<file path="src/rtl/sw_pkg.sv">
// ============================================================================
//  Module      : sw_pkg
//  Description : Shared widths, wildcard code and saturating score helpers
//                for the affine-gap Smith-Waterman processing element.
//  Revision    : 1.0 - initial release
// ============================================================================
`default_nettype none

package sw_pkg;

  localparam int SCORE_W_DEF = 16;
  localparam int CHAR_W_DEF  = 2;
  localparam int COL_W_DEF   = 16;

  // Widest supported character code; the active code is the low CHAR_W bits.
  localparam int MAX_CHAR_W = 8;
  localparam logic [MAX_CHAR_W-1:0] WILDCARD_CODE = '1;

  // Scores are carried in a common wide signed type and narrowed at the edge.
  localparam int WIDE_W = 32;
  typedef logic signed [WIDE_W-1:0] wide_t;

  function automatic wide_t sat_add(wide_t a, wide_t b, int unsigned w);
    logic signed [WIDE_W:0] sum;
    logic signed [WIDE_W:0] hi;
    logic signed [WIDE_W:0] lo;
    sum = {a[WIDE_W-1], a} + {b[WIDE_W-1], b};
    hi = '0;
    hi[w-1] = 1'b1;
    hi = hi - 1;
    lo = ~hi;
    if (sum > hi) return wide_t'(hi);
    if (sum < lo) return wide_t'(lo);
    return wide_t'(sum);
  endfunction

  function automatic wide_t max2(wide_t a, wide_t b);
    return (a > b) ? a : b;
  endfunction

  function automatic wide_t max4(wide_t a, wide_t b, wide_t c, wide_t d);
    return max2(max2(a, b), max2(c, d));
  endfunction

endpackage

`default_nettype wire

</file>
<file path="src/rtl/sw_pe_affine_if.sv">
// ============================================================================
//  Module      : sw_pe_affine_if
//  Description : Systolic, configuration and max-tracker signals of one PE.
//  Revision    : 1.0 - initial release
// ============================================================================
`default_nettype none

interface sw_pe_affine_if #(
  parameter int SCORE_W = 16,
  parameter int CHAR_W  = 2,
  parameter int COL_W   = 16
);
  logic                      enable;
  logic                      enableOut;
  logic                      newLineIn;
  logic                      newLineOut;
  logic                      sLoad;
  logic [CHAR_W-1:0]         sIn;
  logic [CHAR_W-1:0]         tIn;
  logic [CHAR_W-1:0]         tOut;
  logic signed [SCORE_W-1:0] vIn;
  logic signed [SCORE_W-1:0] vIn_alpha;
  logic signed [SCORE_W-1:0] fIn;
  logic signed [SCORE_W-1:0] vOut;
  logic signed [SCORE_W-1:0] vOut_alpha;
  logic signed [SCORE_W-1:0] fOut;
  logic signed [SCORE_W-1:0] minusAlpha;
  logic signed [SCORE_W-1:0] minusBeta;
  logic signed [SCORE_W-1:0] match;
  logic signed [SCORE_W-1:0] mismatch;
  logic                      clrMax;
  logic signed [SCORE_W-1:0] maxScore;
  logic [COL_W-1:0]          maxCol;

  modport master (
    output enable, newLineIn, sLoad, sIn, tIn, vIn, vIn_alpha, fIn,
           minusAlpha, minusBeta, match, mismatch, clrMax,
    input  enableOut, newLineOut, tOut, vOut, vOut_alpha, fOut, maxScore, maxCol
  );

  modport slave (
    input  enable, newLineIn, sLoad, sIn, tIn, vIn, vIn_alpha, fIn,
           minusAlpha, minusBeta, match, mismatch, clrMax,
    output enableOut, newLineOut, tOut, vOut, vOut_alpha, fOut, maxScore, maxCol
  );
endinterface

`default_nettype wire

</file>
<file path="src/rtl/sw_max_track.sv">
// ============================================================================
//  Module      : sw_max_track
//  Description : Column counter plus running best score and its column.
//  Revision    : 1.0 - initial release
// ============================================================================
`default_nettype none

module sw_max_track #(
  parameter int SCORE_W = 16,
  parameter int COL_W   = 16
) (
  input  logic                      clk,
  input  logic                      rst,
  input  logic                      enable,
  input  logic                      newLine,
  input  logic                      clrMax,
  input  logic signed [SCORE_W-1:0] v,
  output logic signed [SCORE_W-1:0] maxScore,
  output logic [COL_W-1:0]          maxCol
);

  logic [COL_W-1:0]          r_col;
  logic [COL_W-1:0]          w_curCol;
  logic signed [SCORE_W-1:0] r_max;
  logic signed [SCORE_W-1:0] w_base;
  logic [COL_W-1:0]          r_maxCol;

  // A clear in the same cycle as a cell makes that cell compete against zero.
  always_comb begin
    w_curCol = newLine ? '0 : r_col;
    w_base   = clrMax ? '0 : r_max;
  end

  always_ff @(posedge clk) begin
    if (rst) begin
      r_col    <= '0;
      r_max    <= '0;
      r_maxCol <= '0;
    end else begin
      if (enable) r_col <= w_curCol + COL_W'(1);
      if (enable && (v > w_base)) begin
        r_max    <= v;
        r_maxCol <= w_curCol;
      end else if (clrMax) begin
        r_max    <= '0;
        r_maxCol <= '0;
      end
    end
  end

  assign maxScore = r_max;
  assign maxCol   = r_maxCol;

endmodule

`default_nettype wire

</file>
<file path="src/rtl/sw_pe_affine.sv">
// ============================================================================
//  Module      : sw_pe_affine
//  Description : Affine-gap Smith-Waterman systolic PE with saturating scores.
//                Max tracker built only when SW_PE_MAXTRACK_EN is defined.
//  Revision    : 1.0 - initial release
// ============================================================================
`default_nettype none

module sw_pe_affine
  import sw_pkg::*;
#(
  parameter int SCORE_W = SCORE_W_DEF,
  parameter int CHAR_W  = CHAR_W_DEF,
  parameter int COL_W   = COL_W_DEF
) (
  input logic           clk,
  input logic           rst,
  sw_pe_affine_if.slave bus
);

  typedef logic signed [SCORE_W-1:0] score_t;
  localparam logic [CHAR_W-1:0] c_WILD = WILDCARD_CODE[CHAR_W-1:0];

  score_t            r_vOut, r_vOutAlpha, r_fOut, r_vDiag, r_preE;
  logic [CHAR_W-1:0] r_sReg, r_tOut;
  logic              r_enableOut, r_newLineOut;

  logic  w_isMatch;
  wide_t w_subst, w_diag, w_eExt, w_eOpen, w_e, w_f, w_v, w_vAlpha;

  function automatic wide_t widen(score_t x);
    return wide_t'(x);
  endfunction

  always_comb begin
    w_isMatch = (r_sReg == bus.tIn) && (r_sReg != c_WILD);
    w_subst   = w_isMatch ? widen(bus.match) : widen(bus.mismatch);
    w_diag    = sat_add(bus.newLineIn ? wide_t'(0) : widen(r_vDiag), w_subst, SCORE_W);
    w_eExt    = sat_add(bus.newLineIn ? wide_t'(0) : widen(r_preE), widen(bus.minusBeta), SCORE_W);
    w_eOpen   = bus.newLineIn ? widen(bus.minusAlpha) : widen(r_vOutAlpha);
    w_e       = max2(w_eExt, w_eOpen);
    w_f       = max2(widen(bus.vIn_alpha), sat_add(widen(bus.fIn), widen(bus.minusBeta), SCORE_W));
    w_v       = max4(w_diag, w_e, w_f, wide_t'(0));
    w_vAlpha  = sat_add(w_v, widen(bus.minusAlpha), SCORE_W);
  end

  always_ff @(posedge clk) begin
    if (rst) begin
      r_vOut       <= '0;
      r_vOutAlpha  <= '0;
      r_fOut       <= '0;
      r_vDiag      <= '0;
      r_preE       <= '0;
      r_sReg       <= '0;
      r_tOut       <= '0;
      r_enableOut  <= 1'b0;
      r_newLineOut <= 1'b0;
    end else begin
      // The cell this cycle still scores against the previous sReg.
      if (bus.sLoad) r_sReg <= bus.sIn;
      r_enableOut  <= bus.enable;
      r_newLineOut <= bus.enable & bus.newLineIn;
      if (bus.enable) begin
        r_vOut      <= score_t'(w_v);
        r_vOutAlpha <= score_t'(w_vAlpha);
        r_fOut      <= score_t'(w_f);
        r_vDiag     <= bus.vIn;
        r_preE      <= score_t'(w_e);
        r_tOut      <= bus.tIn;
      end
    end
  end

  assign bus.vOut       = r_vOut;
  assign bus.vOut_alpha = r_vOutAlpha;
  assign bus.fOut       = r_fOut;
  assign bus.tOut       = r_tOut;
  assign bus.enableOut  = r_enableOut;
  assign bus.newLineOut = r_newLineOut;

`ifdef SW_PE_MAXTRACK_EN
  score_t           w_maxScore;
  logic [COL_W-1:0] w_maxCol;

  sw_max_track #(
    .SCORE_W (SCORE_W),
    .COL_W   (COL_W)
  ) u_maxTrack (
    .clk      (clk),
    .rst      (rst),
    .enable   (bus.enable),
    .newLine  (bus.newLineIn),
    .clrMax   (bus.clrMax),
    .v        (score_t'(w_v)),
    .maxScore (w_maxScore),
    .maxCol   (w_maxCol)
  );

  assign bus.maxScore = w_maxScore;
  assign bus.maxCol   = w_maxCol;
`else
  logic w_unusedClrMax;
  assign w_unusedClrMax = bus.clrMax;
  assign bus.maxScore   = '0;
  assign bus.maxCol     = '0;
`endif

endmodule

`default_nettype wire

</file>
<file path="src/flat_wrapper.sv">
// flat-port wrapper written by rule: the top's interface ports become plain ports
module sw_pe_affine_flat import sw_pkg::*;
#(
  parameter int SCORE_W = SCORE_W_DEF,
  parameter int CHAR_W  = CHAR_W_DEF,
  parameter int COL_W   = COL_W_DEF
)
  (clk, rst, bus_enable, bus_newLineIn, bus_sLoad, bus_sIn, bus_tIn, bus_vIn, bus_vIn_alpha, bus_fIn, bus_minusAlpha, bus_minusBeta, bus_match, bus_mismatch, bus_clrMax, bus_enableOut, bus_newLineOut, bus_tOut, bus_vOut, bus_vOut_alpha, bus_fOut, bus_maxScore, bus_maxCol);
  sw_pe_affine_if #(.SCORE_W(SCORE_W), .CHAR_W(CHAR_W), .COL_W(COL_W)) bus_i ();
  input logic clk;
  input logic rst;
  input wire logic [$bits(bus_i.enable)-1:0] bus_enable;
  input wire logic [$bits(bus_i.newLineIn)-1:0] bus_newLineIn;
  input wire logic [$bits(bus_i.sLoad)-1:0] bus_sLoad;
  input wire logic [$bits(bus_i.sIn)-1:0] bus_sIn;
  input wire logic [$bits(bus_i.tIn)-1:0] bus_tIn;
  input wire logic [$bits(bus_i.vIn)-1:0] bus_vIn;
  input wire logic [$bits(bus_i.vIn_alpha)-1:0] bus_vIn_alpha;
  input wire logic [$bits(bus_i.fIn)-1:0] bus_fIn;
  input wire logic [$bits(bus_i.minusAlpha)-1:0] bus_minusAlpha;
  input wire logic [$bits(bus_i.minusBeta)-1:0] bus_minusBeta;
  input wire logic [$bits(bus_i.match)-1:0] bus_match;
  input wire logic [$bits(bus_i.mismatch)-1:0] bus_mismatch;
  input wire logic [$bits(bus_i.clrMax)-1:0] bus_clrMax;
  output wire logic [$bits(bus_i.enableOut)-1:0] bus_enableOut;
  output wire logic [$bits(bus_i.newLineOut)-1:0] bus_newLineOut;
  output wire logic [$bits(bus_i.tOut)-1:0] bus_tOut;
  output wire logic [$bits(bus_i.vOut)-1:0] bus_vOut;
  output wire logic [$bits(bus_i.vOut_alpha)-1:0] bus_vOut_alpha;
  output wire logic [$bits(bus_i.fOut)-1:0] bus_fOut;
  output wire logic [$bits(bus_i.maxScore)-1:0] bus_maxScore;
  output wire logic [$bits(bus_i.maxCol)-1:0] bus_maxCol;
  assign bus_i.enable = bus_enable;
  assign bus_i.newLineIn = bus_newLineIn;
  assign bus_i.sLoad = bus_sLoad;
  assign bus_i.sIn = bus_sIn;
  assign bus_i.tIn = bus_tIn;
  assign bus_i.vIn = bus_vIn;
  assign bus_i.vIn_alpha = bus_vIn_alpha;
  assign bus_i.fIn = bus_fIn;
  assign bus_i.minusAlpha = bus_minusAlpha;
  assign bus_i.minusBeta = bus_minusBeta;
  assign bus_i.match = bus_match;
  assign bus_i.mismatch = bus_mismatch;
  assign bus_i.clrMax = bus_clrMax;
  assign bus_enableOut = bus_i.enableOut;
  assign bus_newLineOut = bus_i.newLineOut;
  assign bus_tOut = bus_i.tOut;
  assign bus_vOut = bus_i.vOut;
  assign bus_vOut_alpha = bus_i.vOut_alpha;
  assign bus_fOut = bus_i.fOut;
  assign bus_maxScore = bus_i.maxScore;
  assign bus_maxCol = bus_i.maxCol;
  sw_pe_affine #(.SCORE_W(SCORE_W), .CHAR_W(CHAR_W), .COL_W(COL_W)) u_core (.clk(clk), .rst(rst), .bus(bus_i));
endmodule
</file>
<file path="config.mk">
export PLATFORM = sky130hd
export DESIGN_NAME = sw_pe_affine_flat
export DESIGN_NICKNAME = d
export VERILOG_FILES = /design/src/rtl/sw_pkg.sv /design/src/rtl/sw_pe_affine_if.sv /design/src/rtl/sw_max_track.sv /design/src/rtl/sw_pe_affine.sv /design/src/flat_wrapper.sv
export SDC_FILE = /design/constraint.sdc
export NUM_CORES = 1
export LEC_CHECK = 0
export BUFFER_PORTS_ARGS = -buffer_cell sky130_fd_sc_hd__buf_2
export CAP_MARGIN = 10
export CELL_PAD_IN_SITES_DETAIL_PLACEMENT = 0
export CELL_PAD_IN_SITES_GLOBAL_PLACEMENT = 1
export CORE_MARGIN = 10
export CORE_UTILIZATION = 43
export CTS_CLUSTER_SIZE = 10
export DETAILED_ROUTE_END_ITERATION = 6
export PLACE_DENSITY = 0.87
export SLEW_MARGIN = 10
export SYNTH_ARGS = -nofsm -noshare
export SYNTH_HDL_FRONTEND = slang
export SYNTH_SLANG_ARGS = --single-unit
</file>
<file path="constraint.sdc">
create_clock -name clk -period 21.3 [get_ports clk]
set_input_delay 2.13 -clock clk [delete_from_list [all_inputs] [get_ports clk]]
set_output_delay 2.13 -clock clk [all_outputs]
set_load 0.03 [all_outputs]
</file>
Yosys cells after proc, flatten, opt, wreduce, memory -nomap -nowiden
Index checks and enable logic that the tools add are counted.
{"block": "op_classes", "eq_ne": 2, "n_addsub": 4, "n_bitwise": 1, "n_mux": 37, "n_reduce_logical": 1, "n_lt_le_gt_ge": 13}
{"cell": "32-bit 2-to-1 mux", "count": 21}
{"cell": "33-bit by 16-bit greater-than comparator with 1-bit output (second input constant)", "count": 4}
{"cell": "33-bit by 16-bit less-than comparator with 1-bit output (second input constant)", "count": 4}
{"cell": "32-bit greater-than comparator", "count": 3}
{"cell": "32-bit by 16-bit adder with 33-bit output", "count": 2}
{"cell": "16-bit 2-to-1 mux", "count": 4}
{"cell": "32-bit by 32-bit adder with 33-bit output", "count": 1}
{"cell": "16-bit by 32-bit greater-than comparator with 1-bit output", "count": 1}
{"cell": "32-bit by 1-bit greater-than comparator with 1-bit output (second input constant)", "count": 1}
{"cell": "16-bit by 16-bit adder with 17-bit output", "count": 1}
{"cell": "1-bit 2-to-1 mux", "count": 12}
{"cell": "2-bit == test", "count": 1}
{"cell": "2-bit inequality test (second input constant)", "count": 1}
{"cell": "1-bit AND", "count": 1}
{"cell": "1-bit logical AND", "count": 1}
{"block": "totals", "in_bits": 122, "ff_bits": 86, "output_inout_bits": 84}

Logic depth before layout (Yosys ltp)
{"block": "depth", "depth_word": 19, "depth_mapped": 68, "ltp_nobuf": 59}

Least setup slack after synthesis
OpenSTA, ideal clock, no wires.
{"block": "synth_path", "kind": "input -> register", "startpoint": "input port bus_newLineIn", "endpoint": "register u_core.r_vOutAlpha[9] (netlist: u_core.bus.vOut_alpha[9])", "required_ps": 21154, "setup_time_ps": 146, "stages": 67, "path_slack_ps": 5233, "arrival_time_ps": 15921, "cell_sequence": "clkbuf_1 > clkbuf_1 > clkbuf_1 > nor2b_1 > ha_1 > inv_1 > fa_1 > nand2b_1 > a211oi_1 > o211ai_1 > nand3_1 > nand3_1 > nand2_1 > a21oi_1 > fa_1 > nor3b_1 > nand3_1 > o21ai_1 > [... 31 more ...] > a41o_1 > o211ai_1 > clkbuf_1 > o22ai_1 > ha_1 > fa_1 > a211oi_1 > o21ai_1 > a22oi_1 > a31oi_1 > a41oi_1 > xor2_1 > nand4_1 > nor4b_1 > a31oi_1 > nor2_1 > buf_4 > a211oi_1"}
{"block": "synth_via", "elab_chain_len": 19}
{"element": "start: declaration", "line": "flat_wrapper.sv:13", "source": "input wire logic [$bits(bus_i.newLineIn)-1:0] bus_newLineIn;"}
{"element": "32-bit 2-to-1 mux", "line": "sw_pe_affine.sv:39", "source": "w_eExt = sat_add(bus.newLineIn ? wide_t'(0) : widen(r_preE), widen(bus.minusBeta), SCORE_W);"}
{"element": "32-bit by 16-bit adder with 33-bit output", "line": "sw_pkg.sv:27", "source": "sum = {a[WIDE_W-1], a} + {b[WIDE_W-1], b};"}
{"element": "33-bit by 16-bit less-than comparator with 1-bit output", "line": "sw_pkg.sv:33", "source": "if (sum < lo) return wide_t'(lo);"}
{"element": "1-bit 2-to-1 mux (2 in series)", "line": "sw_pkg.sv:33"}
{"element": "32-bit 2-to-1 mux", "line": "sw_pkg.sv:34", "source": "return wide_t'(sum);"}
{"element": "32-bit 2-to-1 mux", "line": "sw_pkg.sv:33"}
{"element": "32-bit greater-than comparator", "line": "sw_pkg.sv:38", "source": "return (a > b) ? a : b;"}
{"element": "32-bit 2-to-1 mux", "line": "sw_pkg.sv:38"}
{"element": "[... 2 more ...]"}
{"element": "32-bit greater-than comparator", "line": "sw_pkg.sv:38"}
{"element": "32-bit 2-to-1 mux *", "line": "sw_pkg.sv:38"}
{"element": "net u_core.w_v[0]", "line": "sw_pe_affine.sv:29", "source": "wide_t w_subst, w_diag, w_eExt, w_eOpen, w_e, w_f, w_v, w_vAlpha;"}
{"element": "32-bit by 16-bit adder with 33-bit output *", "line": "sw_pkg.sv:27"}
{"element": "33-bit by 16-bit less-than comparator with 1-bit output", "line": "sw_pkg.sv:33"}
{"element": "1-bit 2-to-1 mux (2 in series)", "line": "sw_pkg.sv:33"}
{"element": "16-bit 2-to-1 mux", "line": "sw_pkg.sv:34"}
{"element": "16-bit 2-to-1 mux *", "line": "sw_pkg.sv:33"}
{"element": "end signal: assignment", "line": "sw_pe_affine.sv:65", "source": "r_vOutAlpha <= score_t'(w_vAlpha);"}
{"element": "end: declaration", "line": "sw_pe_affine.sv:24", "source": "score_t r_vOut, r_vOutAlpha, r_fOut, r_vDiag, r_preE;"}
The timed path passes the listed nets; every way through them passes the cells marked *. The select of a mux whose other input is x is not followed.
A chain may end at the register's enable or synchronous reset.

Worst setup path after layout
Ends and elaborated chain as after synthesis.

==> flow_summary.json <==
{
  "p_total_mw": 1.43,
  "power.switching_uw": 751,
  "ys_seq_area_share_pct": 14.1,
  "synth_cell_types": 86,
  "die_area_um2": 35400,
  "synthCells": 1586,
  "layout.nets": 2025,
  "grt_setup_unrepaired": "no",
  "place_ws_ns": 3.04,
  "die_y_um": 188,
  "reg2reg_depth": 60,
  "clk_latency_ns": 0.37,
  "finalSetupViolations": 0,
  "yosysWarnings": 0,
  "cts_tree": "built",
  "viasPerCell": 5.60,
  "status": "completed",
  "critPathCaptureType": "flip-flop",
  "fmax_ghz": 0.0548,
  "critPathArrivalTime_ns": 18.50,
  "clockBufferDepth": 2,
  "cp_max_fo": 47,
  "setup_slack_ns": 3.07,
  "grt_pass1_vias": 11500,
  "htreeDepth": 3,
  "port_buffers": 172,
  "syn_area_um2": 12200,
  "hold_start": "u_core.r_preE[3]",
  "fin_crit_ns": 18.23,
  "yosysTopAreaCellShare_pct": 18.2,
  "post_cts_resized": 0,
  "max-cap-violations": 0,
  "fp.dieW_um": 188,
  "critPathRequiredTime_ns": 21.56,
  "wl_mm": 37.6,
  "place_congestion": 0.918,
  "ioPinCount": 206,
  "route.vias.total": 11800,
  "r2r-end": "u_core.bus.vOut_alpha[9]",
  "detail-route-antenna-nets": 0,
  "critPathMostFrequentCell": "ha_1",
  "power.share.switching_pct": 52.6,
  "report.final.slew_viol_count": 0,
  "vdd_ir_drop_max_mv": 0.0659,
  "startpoint_type": "primary input",
  "antenna_cells": 0,
  "combinationalPowerShare_pct": 74.5,
  "firstDrtPassIters": 6,
  "rr_startpoint": "u_core.r_preE[0]",
  "grt_pass1_wl_mm": 59.3,
  "fin_crit_sh_pct": 85.6,
  "slowest_stage": "o21ai_1",
  "synth-edff-count": 0,
  "pwr_density_cell_nw_per_um2": 106,
  "finClkSkew_ns": 0.0165,
  "hold_depth": 2,
  "hold_path.class": "flip-flop to flip-flop",
  "core_um2": 27900,
  "synth_top_flop_cell": "dfxtp_1",
  "synth_area_leader_cell": "ha_1",
  "cts-root-buf": "clkbuf_16",
  "syn_avg_cell_area_um2": 7.67,
  "hpwl_mm": 30.8,
  "start_util_pct": 43.7,
  "ys_seq_elements": 86,
  "postCtsSetupBuffers": 0,
  "wire_per_inst_um": 17.9,
  "dpl_cell_area_um2": 13200,
  "fin_area_um2": 13500,
  "seqPwrFrac_pct": 14.1,
  "antenna_found_initial": 0,
  "fin_setup_tns_ns": 0,
  "worst_pin_slew_ns": 1.07,
  "slowest_delay_ns": 0.84,
  "p_leak_nw": 6.67,
  "clkPwrFrac_pct": 11.3,
  "hold_violations": 0,
  "slew_headroom_pct": 27.9,
  "synthToLayoutAreaGrowth_pct": 11.1,
  "intPower_uw": 677,
  "cts_buffers": 9,
  "worstHoldEndpoint": "u_core.r_preE[3]",
  "cts.clk_slew.worst_paths_ns": 0.08,
  "fp-row-count": 61,
  "route.detailed.drc": 0,
  "grt_max_degree": 86,
  "track_usage_pct": 20.2,
  "ctsHoldBuffers": 0,
  "async_reset_ff_share_pct": 0,
  "r2r_slack_ns": 5.15,
  "first_iter_violations": 851,
  "ys_top_cells_by_area": "ha_1, dfxtp_1, mux2i_1",
  "clock-sinks": 86,
  "overflow": 0,
  "path_class": "primary input to flip-flop",
  "drive_gt1_share_pct": 15.6
}
[critical path, delay by kind of cell]
| kind | cells | cell delay, ns |
|---|---|---|
| adder cells (fa/ha/maj) | 6 | 2.03 |
| AND/OR/NAND/NOR | 13 | 3.12 |
| XOR/XNOR | 1 | 0.18 |
| multiplexers | 4 | 1.33 |
| buffers and inverters | 7 | 1.96 |
| AO/OA/AOI/OAI | 28 | 7.69 |
[kinds of logic after synthesis]
kind of cell               share of synthesized area [%]
muxes                                               10.9
AOI/OAI and AO/OA                                   23.5
other                                             0.0308
adders and majority gates                           20.5
DFF                                                 14.1
and+or+nand+nor                                     18.5
xor gates and xnor gates                            4.39
buffers and inverters                               8.03
[placed cells by master, fill, tap and decap left out, types with 26 or more instances in the layout]
master,Yosys,final
conb_1,1,48
nor2_1,153,153
nor2b_1,43,43
a211oi_1,36,36
mux2i_1,105,104
o21a_1,27,27
buf_2,6,171
a21oi_1,118,118
inv_1,108,108
xor2_1,26,26
o21ai_0,62,62
xnor2_1,35,35
dfxtp_1,86,86
ha_1,177,177
nand3_1,33,33
nand2_1,101,101
a21o_1,33,33
[per-stage QoR]
step / util [%] / hold slack [ns] / std cells
after CTS: 48.6 / 0.487 / 2101
after floorplan: - / 0.451 / 1633
final: 48.6 / 0.486 / 2101
after global placement: 47.5 / 0.465 / 2085
after global routing: 48.6 / 0.507 / 2101
after detailed placement: 47.5 / 0.472 / 2085
[state kept, by name, summed over array words and instances, names as in the netlist]
name	cells
u_core.bus.fOut	16
u_core.bus.vOut	16
u_core.bus.vOut_alpha	16
u_core.r_preE	16
u_core.r_vDiag	16
u_core.bus.tOut	2
u_core.r_sReg	2
u_core.bus.enableOut	1
u_core.bus.newLineOut	1
[power groups by stage]
stage	registers, mW	clock network [mW]	logic [mW]
after floorplan	0.237	0	0.765
after global placement	0.205	0	1.03
final	0.202	0.162	1.06
after global routing	0.205	0.170	1.18
after CTS	0.202	0.164	1.05
after detailed placement	0.205	0	1.04
[per-layer routing]
metal | share of wire [%] | GRT usage, % | wire length, µm
met5 | 0 | 0 | 0
met4 | 1.9 | 5.11 | 727
met3 | 4.8 | 2.71 | 1790
met2 | 45 | 32.9 | 16900
met1 | 48 | 27.4 | 18100
[worst max path at each step]
stage             startpoint                  endpoint  slack, ns  cells past startpoint
3_5_place_dp   bus_newLineIn  u_core.bus.vOut_alpha[9]       3.04                     60
6_report       bus_newLineIn  u_core.bus.vOut_alpha[9]       3.07                     59
4_1_cts        bus_newLineIn  u_core.bus.vOut_alpha[9]       3.32                     60
3_3_place_gp   bus_newLineIn  u_core.bus.vOut_alpha[9]       3.09                     60
2_1_floorplan  bus_newLineIn  u_core.bus.vOut_alpha[9]       5.23                     67
5_1_grt        bus_newLineIn  u_core.bus.vOut_alpha[9]       2.02                     60
[cell usage after synthesis (5+ instances only)]
| library cell | instances |
|---|---|
| a211o_1 | 7 |
| a211oi_1 | 36 |
| a211oi_2 | 10 |
| a21o_1 | 33 |
| a21oi_1 | 118 |
| a31oi_1 | 14 |
| and2_1 | 11 |
| and3_1 | 13 |
| buf_1 | 5 |
| buf_2 | 6 |
| buf_4 | 33 |
| clkbuf_1 | 65 |
| dfxtp_1 | 86 |
| fa_1 | 8 |
| ha_1 | 177 |
| inv_1 | 108 |
| maj3_1 | 12 |
| mux2_2 | 23 |
| mux2i_1 | 105 |
| nand2_1 | 101 |
| nand2b_1 | 20 |
| nand3_1 | 33 |
| nand4_1 | 25 |
| nor2_1 | 153 |
| nor2b_1 | 43 |
| nor3_1 | 23 |
| o2111ai_1 | 7 |
| o211ai_1 | 14 |
| o21a_1 | 27 |
| o21ai_0 | 62 |
| o21ai_1 | 13 |
| o21bai_1 | 14 |
| o22ai_1 | 12 |
| o31ai_1 | 9 |
| or2_2 | 12 |
| or3_1 | 7 |
| xnor2_1 | 35 |
| xor2_1 | 26 |
[area by class of cell]
class                      count  area (µm²)
fill                        2846       14300
clock buffer                   9         225
tap                          378         473
clock inverter                 7        62.6
sequential                    86        1720
timing repair buffer         186         968
inverter                     109         409
multi-input combinational   1326        9670
Note: power is estimated with default switching activity, not from simulation.
